===== src/rtl/mmio_pkg.sv =====
// rtl/mmio_pkg.sv - shared types and default memory map for the MMIO bus decoder
//
// Purpose: FSM state type, default four-device region table, alias region
// for the split data memory, and the helper that packs per-device
// addresses into the flat vectors the decoder takes as parameters.
package mmio_pkg;

  typedef enum logic [2:0] {
    S_IDLE,
    S_DECODE,
    S_ACCESS,
    S_RESP,
    S_ERR
  } state_t;

  // Device 0 lands in the lowest slice.
  function automatic logic [4*32-1:0] pack4(input logic [31:0] d0,
                                            input logic [31:0] d1,
                                            input logic [31:0] d2,
                                            input logic [31:0] d3);
    return {d3, d2, d1, d0};
  endfunction

  // Device order: 0 = data RAM, 1 = program ROM, 2 = GPIO, 3 = UART.
  localparam logic [4*32-1:0] DEF_BASE  = pack4(32'h1001_0000, 32'h0040_0000,
                                                32'h1001_0024, 32'h1001_002C);
  localparam logic [4*32-1:0] DEF_LIMIT = pack4(32'h1001_0023, 32'h0FFF_FFFF,
                                                32'h1001_002B, 32'h1001_003B);

  // Upper part of data RAM, above the GPIO/UART hole. It selects device 0,
  // so data RAM offsets stay contiguous relative to its primary base.
  localparam logic [31:0] DEF_ALIAS_BASE  = 32'h1001_003C;
  localparam logic [31:0] DEF_ALIAS_LIMIT = 32'h7FFF_FFFF;

endpackage


===== src/rtl/mmio_bus_decoder_if.sv =====
// rtl/mmio_bus_decoder_if.sv - uP-side and device-side bus bundle of the MMIO decoder
//
// Purpose: groups the uP load/store port and the device ports.
// slave  : the decoder's view (uP strobes, device read data/acks in).
// master : the surrounding system's view (uP and devices).
interface mmio_bus_decoder_if #(
  parameter int N_DEV  = 4,
  parameter int ADDR_W = 32,
  parameter int DATA_W = 32
);
  logic                    MemRead;
  logic                    MemWrite;
  logic [ADDR_W-1:0]       AddrIn;
  logic [DATA_W-1:0]       DataIn;
  logic [DATA_W-1:0]       DataOut;
  logic                    Ready;
  logic                    BusErr;
  logic [ADDR_W-1:0]       ErrAddr;
  logic [N_DEV-1:0]        DevSel;
  logic [N_DEV-1:0]        DevWrite;
  logic [ADDR_W-1:0]       DevAddr;
  logic [DATA_W-1:0]       DevWData;
  logic [N_DEV*DATA_W-1:0] DevRData;
  logic [N_DEV-1:0]        DevAck;

  modport slave (
    input  MemRead, MemWrite, AddrIn, DataIn, DevRData, DevAck,
    output DataOut, Ready, BusErr, ErrAddr, DevSel, DevWrite, DevAddr, DevWData
  );

  modport master (
    output MemRead, MemWrite, AddrIn, DataIn, DevRData, DevAck,
    input  DataOut, Ready, BusErr, ErrAddr, DevSel, DevWrite, DevAddr, DevWData
  );
endinterface


===== src/rtl/mmio_region_match.sv =====
// rtl/mmio_region_match.sv - combinational compare of one address against one region
//
// Purpose: hit when base <= addr <= limit (unsigned, full width); offset is
// the word offset (addr - base) >> 2 computed at ADDR_W bits.
// Ports: addr, base, limit in; hit, offset out.
module mmio_region_match #(
  parameter int ADDR_W = 32
) (
  input  logic [ADDR_W-1:0] addr,
  input  logic [ADDR_W-1:0] base,
  input  logic [ADDR_W-1:0] limit,
  output logic              hit,
  output logic [ADDR_W-1:0] offset
);

  assign hit    = (addr >= base) && (addr <= limit);
  assign offset = (addr - base) >> 2;

endmodule


===== src/rtl/mmio_bus_decoder.sv =====
// rtl/mmio_bus_decoder.sv - sequential memory-map decoder with wait states and bus errors
//
// Purpose: latches a uP load/store, decodes it against the region table,
// drives a one-hot select with a word offset, waits for the device ack
// (bounded by TIMEOUT) and returns Ready or BusErr as one-cycle pulses.
// Ports: clk, rst (async, active high); bus (slave modport) carrying the
// uP strobes/address/data, DataOut/Ready/BusErr/ErrAddr, and the device
// select/write/address/data/ack signals.
module mmio_bus_decoder
  import mmio_pkg::*;
#(
  parameter int                      N_DEV       = 4,
  parameter int                      ADDR_W      = 32,
  parameter int                      DATA_W      = 32,
  parameter logic [N_DEV*ADDR_W-1:0] BASE_VEC    = mmio_pkg::DEF_BASE,
  parameter logic [N_DEV*ADDR_W-1:0] LIMIT_VEC   = mmio_pkg::DEF_LIMIT,
  parameter logic [N_DEV-1:0]        RO_MASK     = 4'b0010,
  parameter int                      TIMEOUT     = 15,
  parameter bit                      ALIAS_EN    = 1'b1,
  parameter int                      ALIAS_DEV   = 0,
  parameter logic [ADDR_W-1:0]       ALIAS_BASE  = mmio_pkg::DEF_ALIAS_BASE,
  parameter logic [ADDR_W-1:0]       ALIAS_LIMIT = mmio_pkg::DEF_ALIAS_LIMIT
) (
  input logic               clk,
  input logic               rst,
  mmio_bus_decoder_if.slave bus
);

  localparam int IDX_W = (N_DEV > 1) ? $clog2(N_DEV) : 1;
  localparam int CNT_W = $clog2(TIMEOUT + 1);
  localparam logic [CNT_W-1:0] CNT_MAX  = CNT_W'(TIMEOUT);
  localparam logic [CNT_W-1:0] CNT_LAST = CNT_W'(TIMEOUT - 1);

  state_t            state, state_nx;
  logic [ADDR_W-1:0] addr_q;
  logic [DATA_W-1:0] wdata_q;
  logic              wr_q;
  logic              conflict_q;
  logic [IDX_W-1:0]  sel_idx_q;
  logic [CNT_W-1:0]  wait_cnt;

  logic              strobe;
  logic [N_DEV-1:0]  hit;
  logic [ADDR_W-1:0] offset   [N_DEV];
  logic [DATA_W-1:0] rdata_arr[N_DEV];
  logic              alias_hit;
  logic              hit_any;
  logic [IDX_W-1:0]  hit_idx;
  logic              dec_err;
  logic              ack;
  logic              expired;

  assign strobe    = bus.MemRead | bus.MemWrite;
  assign alias_hit = ALIAS_EN && (addr_q >= ALIAS_BASE) && (addr_q <= ALIAS_LIMIT);

  for (genvar g = 0; g < N_DEV; g++) begin : g_region
    logic region_hit;

    mmio_region_match #(.ADDR_W(ADDR_W)) u_match (
      .addr  (addr_q),
      .base  (BASE_VEC[g*ADDR_W +: ADDR_W]),
      .limit (LIMIT_VEC[g*ADDR_W +: ADDR_W]),
      .hit   (region_hit),
      .offset(offset[g])
    );

    // A device with a second region: both regions raise the same select.
    assign hit[g]       = region_hit | ((ALIAS_DEV == g) ? alias_hit : 1'b0);
    assign rdata_arr[g] = bus.DevRData[g*DATA_W +: DATA_W];
  end

  // Lowest matching index wins: scan downwards so lower indices overwrite.
  always_comb begin
    hit_any = 1'b0;
    hit_idx = '0;
    for (int i = N_DEV - 1; i >= 0; i--) begin
      if (hit[i]) begin
        hit_any = 1'b1;
        hit_idx = IDX_W'(i);
      end
    end
  end

  assign dec_err = !hit_any || (addr_q[1:0] != 2'b00) || conflict_q ||
                   (wr_q && RO_MASK[hit_idx]);

  // Only the selected device's ack counts; on the last allowed cycle an
  // ack still takes priority over the timeout.
  assign ack     = bus.DevAck[sel_idx_q];
  assign expired = (wait_cnt >= CNT_LAST);

  always_ff @(posedge clk or posedge rst) begin
    if (rst) state <= S_IDLE;
    else     state <= state_nx;
  end

  always_comb begin
    state_nx = state;
    case (state)
      S_IDLE:   if (strobe) state_nx = S_DECODE;
      S_DECODE: state_nx = dec_err ? S_ERR : S_ACCESS;
      S_ACCESS: begin
        if (ack)          state_nx = S_RESP;
        else if (expired) state_nx = S_ERR;
      end
      S_RESP:   state_nx = S_IDLE;
      S_ERR:    state_nx = S_IDLE;
      default:  state_nx = S_IDLE;
    endcase
  end

  // Outputs depend only on registers, so selects drop as soon as reset
  // or the state leaves ACCESS.
  always_comb begin
    bus.Ready    = (state == S_RESP);
    bus.BusErr   = (state == S_ERR);
    bus.DevSel   = '0;
    bus.DevWrite = '0;
    if (state == S_ACCESS) begin
      bus.DevSel[sel_idx_q]   = 1'b1;
      bus.DevWrite[sel_idx_q] = wr_q;
    end
  end

  always_ff @(posedge clk or posedge rst) begin
    if (rst) begin
      addr_q       <= '0;
      wdata_q      <= '0;
      wr_q         <= 1'b0;
      conflict_q   <= 1'b0;
      sel_idx_q    <= '0;
      wait_cnt     <= '0;
      bus.DevAddr  <= '0;
      bus.DevWData <= '0;
      bus.DataOut  <= '0;
      bus.ErrAddr  <= '0;
    end else begin
      if (state == S_IDLE && strobe) begin
        addr_q     <= bus.AddrIn;
        wdata_q    <= bus.DataIn;
        wr_q       <= bus.MemWrite;
        conflict_q <= bus.MemRead & bus.MemWrite;
      end

      if (state == S_DECODE && !dec_err) begin
        sel_idx_q    <= hit_idx;
        bus.DevAddr  <= offset[hit_idx];
        bus.DevWData <= wdata_q;
      end

      // Saturating wait counter, cleared whenever not in ACCESS.
      if (state == S_ACCESS) begin
        if (wait_cnt != CNT_MAX) wait_cnt <= wait_cnt + 1'b1;
      end else begin
        wait_cnt <= '0;
      end

      if (state == S_ACCESS && ack && !wr_q) bus.DataOut <= rdata_arr[sel_idx_q];

      if (state_nx == S_ERR) bus.ErrAddr <= addr_q;
    end
  end

endmodule


===== src/flat_wrapper.sv =====
// flat-port wrapper written by rule: the top's interface ports become plain ports
module mmio_bus_decoder_flat import mmio_pkg::*;
#(
  parameter int                      N_DEV       = 4,
  parameter int                      ADDR_W      = 32,
  parameter int                      DATA_W      = 32,
  parameter logic [N_DEV*ADDR_W-1:0] BASE_VEC    = mmio_pkg::DEF_BASE,
  parameter logic [N_DEV*ADDR_W-1:0] LIMIT_VEC   = mmio_pkg::DEF_LIMIT,
  parameter logic [N_DEV-1:0]        RO_MASK     = 4'b0010,
  parameter int                      TIMEOUT     = 15,
  parameter bit                      ALIAS_EN    = 1'b1,
  parameter int                      ALIAS_DEV   = 0,
  parameter logic [ADDR_W-1:0]       ALIAS_BASE  = mmio_pkg::DEF_ALIAS_BASE,
  parameter logic [ADDR_W-1:0]       ALIAS_LIMIT = mmio_pkg::DEF_ALIAS_LIMIT
)
  (clk, rst, bus_MemRead, bus_MemWrite, bus_AddrIn, bus_DataIn, bus_DevRData, bus_DevAck, bus_DataOut, bus_Ready, bus_BusErr, bus_ErrAddr, bus_DevSel, bus_DevWrite, bus_DevAddr, bus_DevWData);
  mmio_bus_decoder_if #(.N_DEV(N_DEV), .ADDR_W(ADDR_W), .DATA_W(DATA_W)) bus_i ();
  input logic clk;
  input logic rst;
  input wire logic [$bits(bus_i.MemRead)-1:0] bus_MemRead;
  input wire logic [$bits(bus_i.MemWrite)-1:0] bus_MemWrite;
  input wire logic [$bits(bus_i.AddrIn)-1:0] bus_AddrIn;
  input wire logic [$bits(bus_i.DataIn)-1:0] bus_DataIn;
  input wire logic [$bits(bus_i.DevRData)-1:0] bus_DevRData;
  input wire logic [$bits(bus_i.DevAck)-1:0] bus_DevAck;
  output wire logic [$bits(bus_i.DataOut)-1:0] bus_DataOut;
  output wire logic [$bits(bus_i.Ready)-1:0] bus_Ready;
  output wire logic [$bits(bus_i.BusErr)-1:0] bus_BusErr;
  output wire logic [$bits(bus_i.ErrAddr)-1:0] bus_ErrAddr;
  output wire logic [$bits(bus_i.DevSel)-1:0] bus_DevSel;
  output wire logic [$bits(bus_i.DevWrite)-1:0] bus_DevWrite;
  output wire logic [$bits(bus_i.DevAddr)-1:0] bus_DevAddr;
  output wire logic [$bits(bus_i.DevWData)-1:0] bus_DevWData;
  assign bus_i.MemRead = bus_MemRead;
  assign bus_i.MemWrite = bus_MemWrite;
  assign bus_i.AddrIn = bus_AddrIn;
  assign bus_i.DataIn = bus_DataIn;
  assign bus_i.DevRData = bus_DevRData;
  assign bus_i.DevAck = bus_DevAck;
  assign bus_DataOut = bus_i.DataOut;
  assign bus_Ready = bus_i.Ready;
  assign bus_BusErr = bus_i.BusErr;
  assign bus_ErrAddr = bus_i.ErrAddr;
  assign bus_DevSel = bus_i.DevSel;
  assign bus_DevWrite = bus_i.DevWrite;
  assign bus_DevAddr = bus_i.DevAddr;
  assign bus_DevWData = bus_i.DevWData;
  mmio_bus_decoder #(.N_DEV(N_DEV), .ADDR_W(ADDR_W), .DATA_W(DATA_W), .BASE_VEC(BASE_VEC), .LIMIT_VEC(LIMIT_VEC), .RO_MASK(RO_MASK), .TIMEOUT(TIMEOUT), .ALIAS_EN(ALIAS_EN), .ALIAS_DEV(ALIAS_DEV), .ALIAS_BASE(ALIAS_BASE), .ALIAS_LIMIT(ALIAS_LIMIT)) u_core (.clk(clk), .rst(rst), .bus(bus_i));
endmodule

===== config.mk =====
export PLATFORM = sky130hd
export DESIGN_NAME = mmio_bus_decoder_flat
export DESIGN_NICKNAME = d
export VERILOG_FILES = /design/src/rtl/mmio_pkg.sv /design/src/rtl/mmio_bus_decoder_if.sv /design/src/rtl/mmio_region_match.sv /design/src/rtl/mmio_bus_decoder.sv /design/src/flat_wrapper.sv
export SDC_FILE = /design/constraint.sdc
export NUM_CORES = 1
export LEC_CHECK = 0
export CAP_MARGIN = 40
export CORE_AREA = 2 2 116 174
export CTS_BUF_LIST = sky130_fd_sc_hd__clkbuf_4 sky130_fd_sc_hd__clkbuf_8
export DETAILED_ROUTE_END_ITERATION = 10
export DIE_AREA = 0 0 118 176
export GPL_ROUTABILITY_DRIVEN = 1
export GPL_TIMING_DRIVEN = 0
export HOLD_SLACK_MARGIN = 0.02
export PLACE_DENSITY = 0.86
export SYNTH_ARGS = -nofsm -noshare
export SYNTH_HDL_FRONTEND = slang
export SYNTH_SLANG_ARGS = --single-unit

===== constraint.sdc =====
create_clock -name clk -period 14.1 [get_ports clk]
set_input_delay 1.41 -clock clk [delete_from_list [all_inputs] [get_ports clk]]
set_output_delay 1.41 -clock clk [all_outputs]
set_load 0.01 [all_outputs]

==> flow_summary_export.csv <==
group,metric,value,unit
place,preCtsSetupSlack,10.15,ns
timing,clock_skew,0.0166,ns
drt,dr.pass1.iters,6,
power,power.internal,1.86,mW
die,fp.dieW,118,um
timing,min_period_over_period,29.0,%
drt,drc,0,
yosys,post-synth-top-count-cell,"dfrtp_1",
cts,clkLatencyLatePin,0.58,ns
power,clock_power_share,17.6,%
yosys,synth-edff-count,0,
timing,worst_pin_slew,0.808,ns
timing,relSlewSlack,45.5,%
yosys,synth_warnings,0,
power,powerDensity,208,nW/um^2
power,leakage,5.89,nW
power,combinationalPowerShare,46.5,%
power,ir_drop,0.000148,V
global_route,grt_pass1_vias,8679,
cts,cts_root_buf,"clkbuf_8",
yosys,yosysTopAreaCellShare,51.9,%
critical_path,cp_top_family,"compound AO/OA/AOI/OAI gates",
yosys,synth_common_cells,"dfrtp_1, nand2_1, mux2_2",
run_status,status,"finished clean",
yosys,synth.avg_cell_area,11.7,sq um
critical_path,max_stage_delay,0.66,ns
yosys,ys_ff_latch,201,
timing,worst_slack,10.01,ns
cts,clockBufferDepth,3,
critical_path,cp.required,14.56,ns
yosys,synthFlopType,"dfrtp_1",
die,start_util,50.6,%
drt,drt_wl_total,32.5,mm
layout,fin_nets,1410,
global_route,antenna_found_initial,7,
global_route,grt_use_total,30.6,%
yosys,async_flop_share,100,%
die,core,19200,sq um
critical_path,startpoint_type,"flop",
cts,path_clk_slew,0.07,ns
place,hpwl,24.9,mm
critical_path,crit_slowest_cell,"nor4_1",
timing,drv_slew,0,
timing,tns,0,ns
cts,cts_buffers,30,
critical_path,path_cells,"clkbuf_1, nor4_1, a21boi_0, o21ai_0, a32o_1, o22ai_2, o31ai_2, a31oi_1, nor2_2, buf_4, mux2_2",
power,switchingPower,1.07,mW
timing,finalSetupViolCount,0,
global_route,grt_pass1_wl,49.4,mm
drt,drt_iter0_drc,523,
layout,drive_gt1_share,18.2,%
cts,cts_sinks,201,
layout,final_util,73.7,%
critical_path,crit_buf_inv,2,
drt,vias,8397,
cts,htreeDepth,1,
power,p_sw_share,36.6,%
power,seqPwrFrac,35.9,%
yosys,synth_seq_area_share,51.9,%
timing,rsz0062_at_grt,"false",
global_route,grt_overflow_total,0,
cts,cts.hold.buffers_added,0,
timing,hold_violations,0,
critical_path,worst_ep_arrival_time,4.55,ns
drt,ant_nets,0,
drt,viasPerCell,5.67,
cts,cts_resized,0,
die,dieArea,20800,sq um
timing,clock.fmax,0.244,GHz
global_route,grt_start_max_net_pins,115,
die,ioPinCount,338,
yosys,synth.cell_area,9690,sq um
critical_path,end_kind,"flop",
critical_path,worstSetupPathType,"reg2reg",
min_path,hp-class,"reg2reg",
run,maxCapViolCount,0,
layout,area_delta_synth_final,45.8,%
die,rows,62,
drt,wl_per_cell,21.9,um
yosys,ys_types,65,
yosys,yosysTopAreaCell,"dfrtp_1",
power,p_total,2.93,mW
cts,cts_setup_buffers,0,
place,place_congestion,0.927,
die,die_h,176,um
yosys,synthTopCellsByArea,"dfrtp_1, mux2_2, mux4_2",
cts,cts_tree,"yes",
timing,layout_min_cycle_time,4.09,ns
critical_path,critical_path.max_fanout,10,
yosys,syn_inst,825,
place,portBuffers,335,
-- tightest hold or removal path: cells and delay by family, from the launching register on --
kind / cells / cell delay [ns]
flip-flops: 1 / 0.34
AND/OR/NAND/NOR: 2 / 0.10
-- metal layers --
layer	GRT usage, %	vias up	share of wire, %	wire length [um]
li1	-	3700	-	-
met1	33.9	4146	35	11300
met2	54.7	429	52	16900
met3	8.33	118	8.0	2620
met4	14.4	4	5.1	1650
met5	0	-	0.083	27
-- layout by cell type (no fill, tap or decap), types with 13 or more instances in the layout --
master and n:
mux4_2 33, nor2_1 33, dfrtp_1 201, nor3_1 16, nand3_1 16, clkbuf_1 33, mux2_1 24, a21oi_1 15
xnor2_1 13, inv_1 18, clkbuf_8 37, mux2_2 93, clkdlybuf4s50_1 335, o21ai_0 37, nand2_1 143
-- power groups by stage --
stage | sequential, mW | clock, mW | combinational (mW)
6_report | 1.05 | 0.517 | 1.36
5_1_grt | 1.08 | 0.548 | 1.46
4_1_cts | 1.05 | 0.525 | 1.37
3_5_place_dp | 1.05 | 0 | 1.36
3_3_place_gp | 1.04 | 0 | 1.31
2_1_floorplan | 1.09 | 0 | 0.660
-- layout make-up --
class,count,area [sq um]
diodes,5,12.5
plain buffers,54,249
clock buffers,49,599
clock inverters,6,58.8
fillers,1306,5040
inverters,19,78.8
multi-input cells,552,4350
flip-flops and latches,201,5030
well taps,256,320
repair buffers,340,3430
-- per-stage QoR --
step | instances | hold WS [ns] | area [sq um]
2_1_floorplan | 826 | 0.435 | 9690
3_3_place_gp | 1417 | 0.443 | 13400
3_5_place_dp | 1422 | 0.451 | 13500
4_1_cts | 1477 | 0.462 | 14100
5_1_grt | 1479 | 0.491 | 14100
6_report | 1482 | 0.463 | 14100
-- worst paths after layout --
path                                   start                endpoint  slack (ns)  cells past startpoint
max in group asynchronous                rst  u_core.bus.ErrAddr[11]       11.84                      3
setup reg to reg           u_core.addr_q[18]  u_core.bus.ErrAddr[30]       10.01                     11
setup / recovery           u_core.addr_q[18]  u_core.bus.ErrAddr[30]       10.01                     11
min in group asynchronous                rst  u_core.bus.DataOut[22]        1.28                      2
hold reg to reg            u_core.wdata_q[1]  u_core.bus.DevWData[1]        0.46                      2
hold / removal             u_core.wdata_q[1]  u_core.bus.DevWData[1]        0.46                      2
-- cell families (layout without fill, tap and decap cells) --
kind of cell	Yosys count	count (layout)	synth area share (%)
fa+ha+maj	13	13	1.65
buf+inv	73	468	3.31
xor+xnor	16	16	1.45
other cells	1	7	0.0387
mux	150	150	21.3
simple gates	253	253	11.9
compound gates	118	118	8.50
flops	201	201	51.9
-- registers in the layout, summed over array words and instances, names as in the netlist --
register / count
u_core.state: 3
u_core.conflict_q: 1
u_core.wdata_q: 32
u_core.sel_idx_q: 2
u_core.bus.ErrAddr: 32
u_core.bus.DevWData: 32
u_core.wait_cnt: 4
u_core.addr_q: 32
u_core.bus.DevAddr: 30
u_core.wr_q: 1
u_core.bus.DataOut: 32
Power figures use the tool's default switching activity.
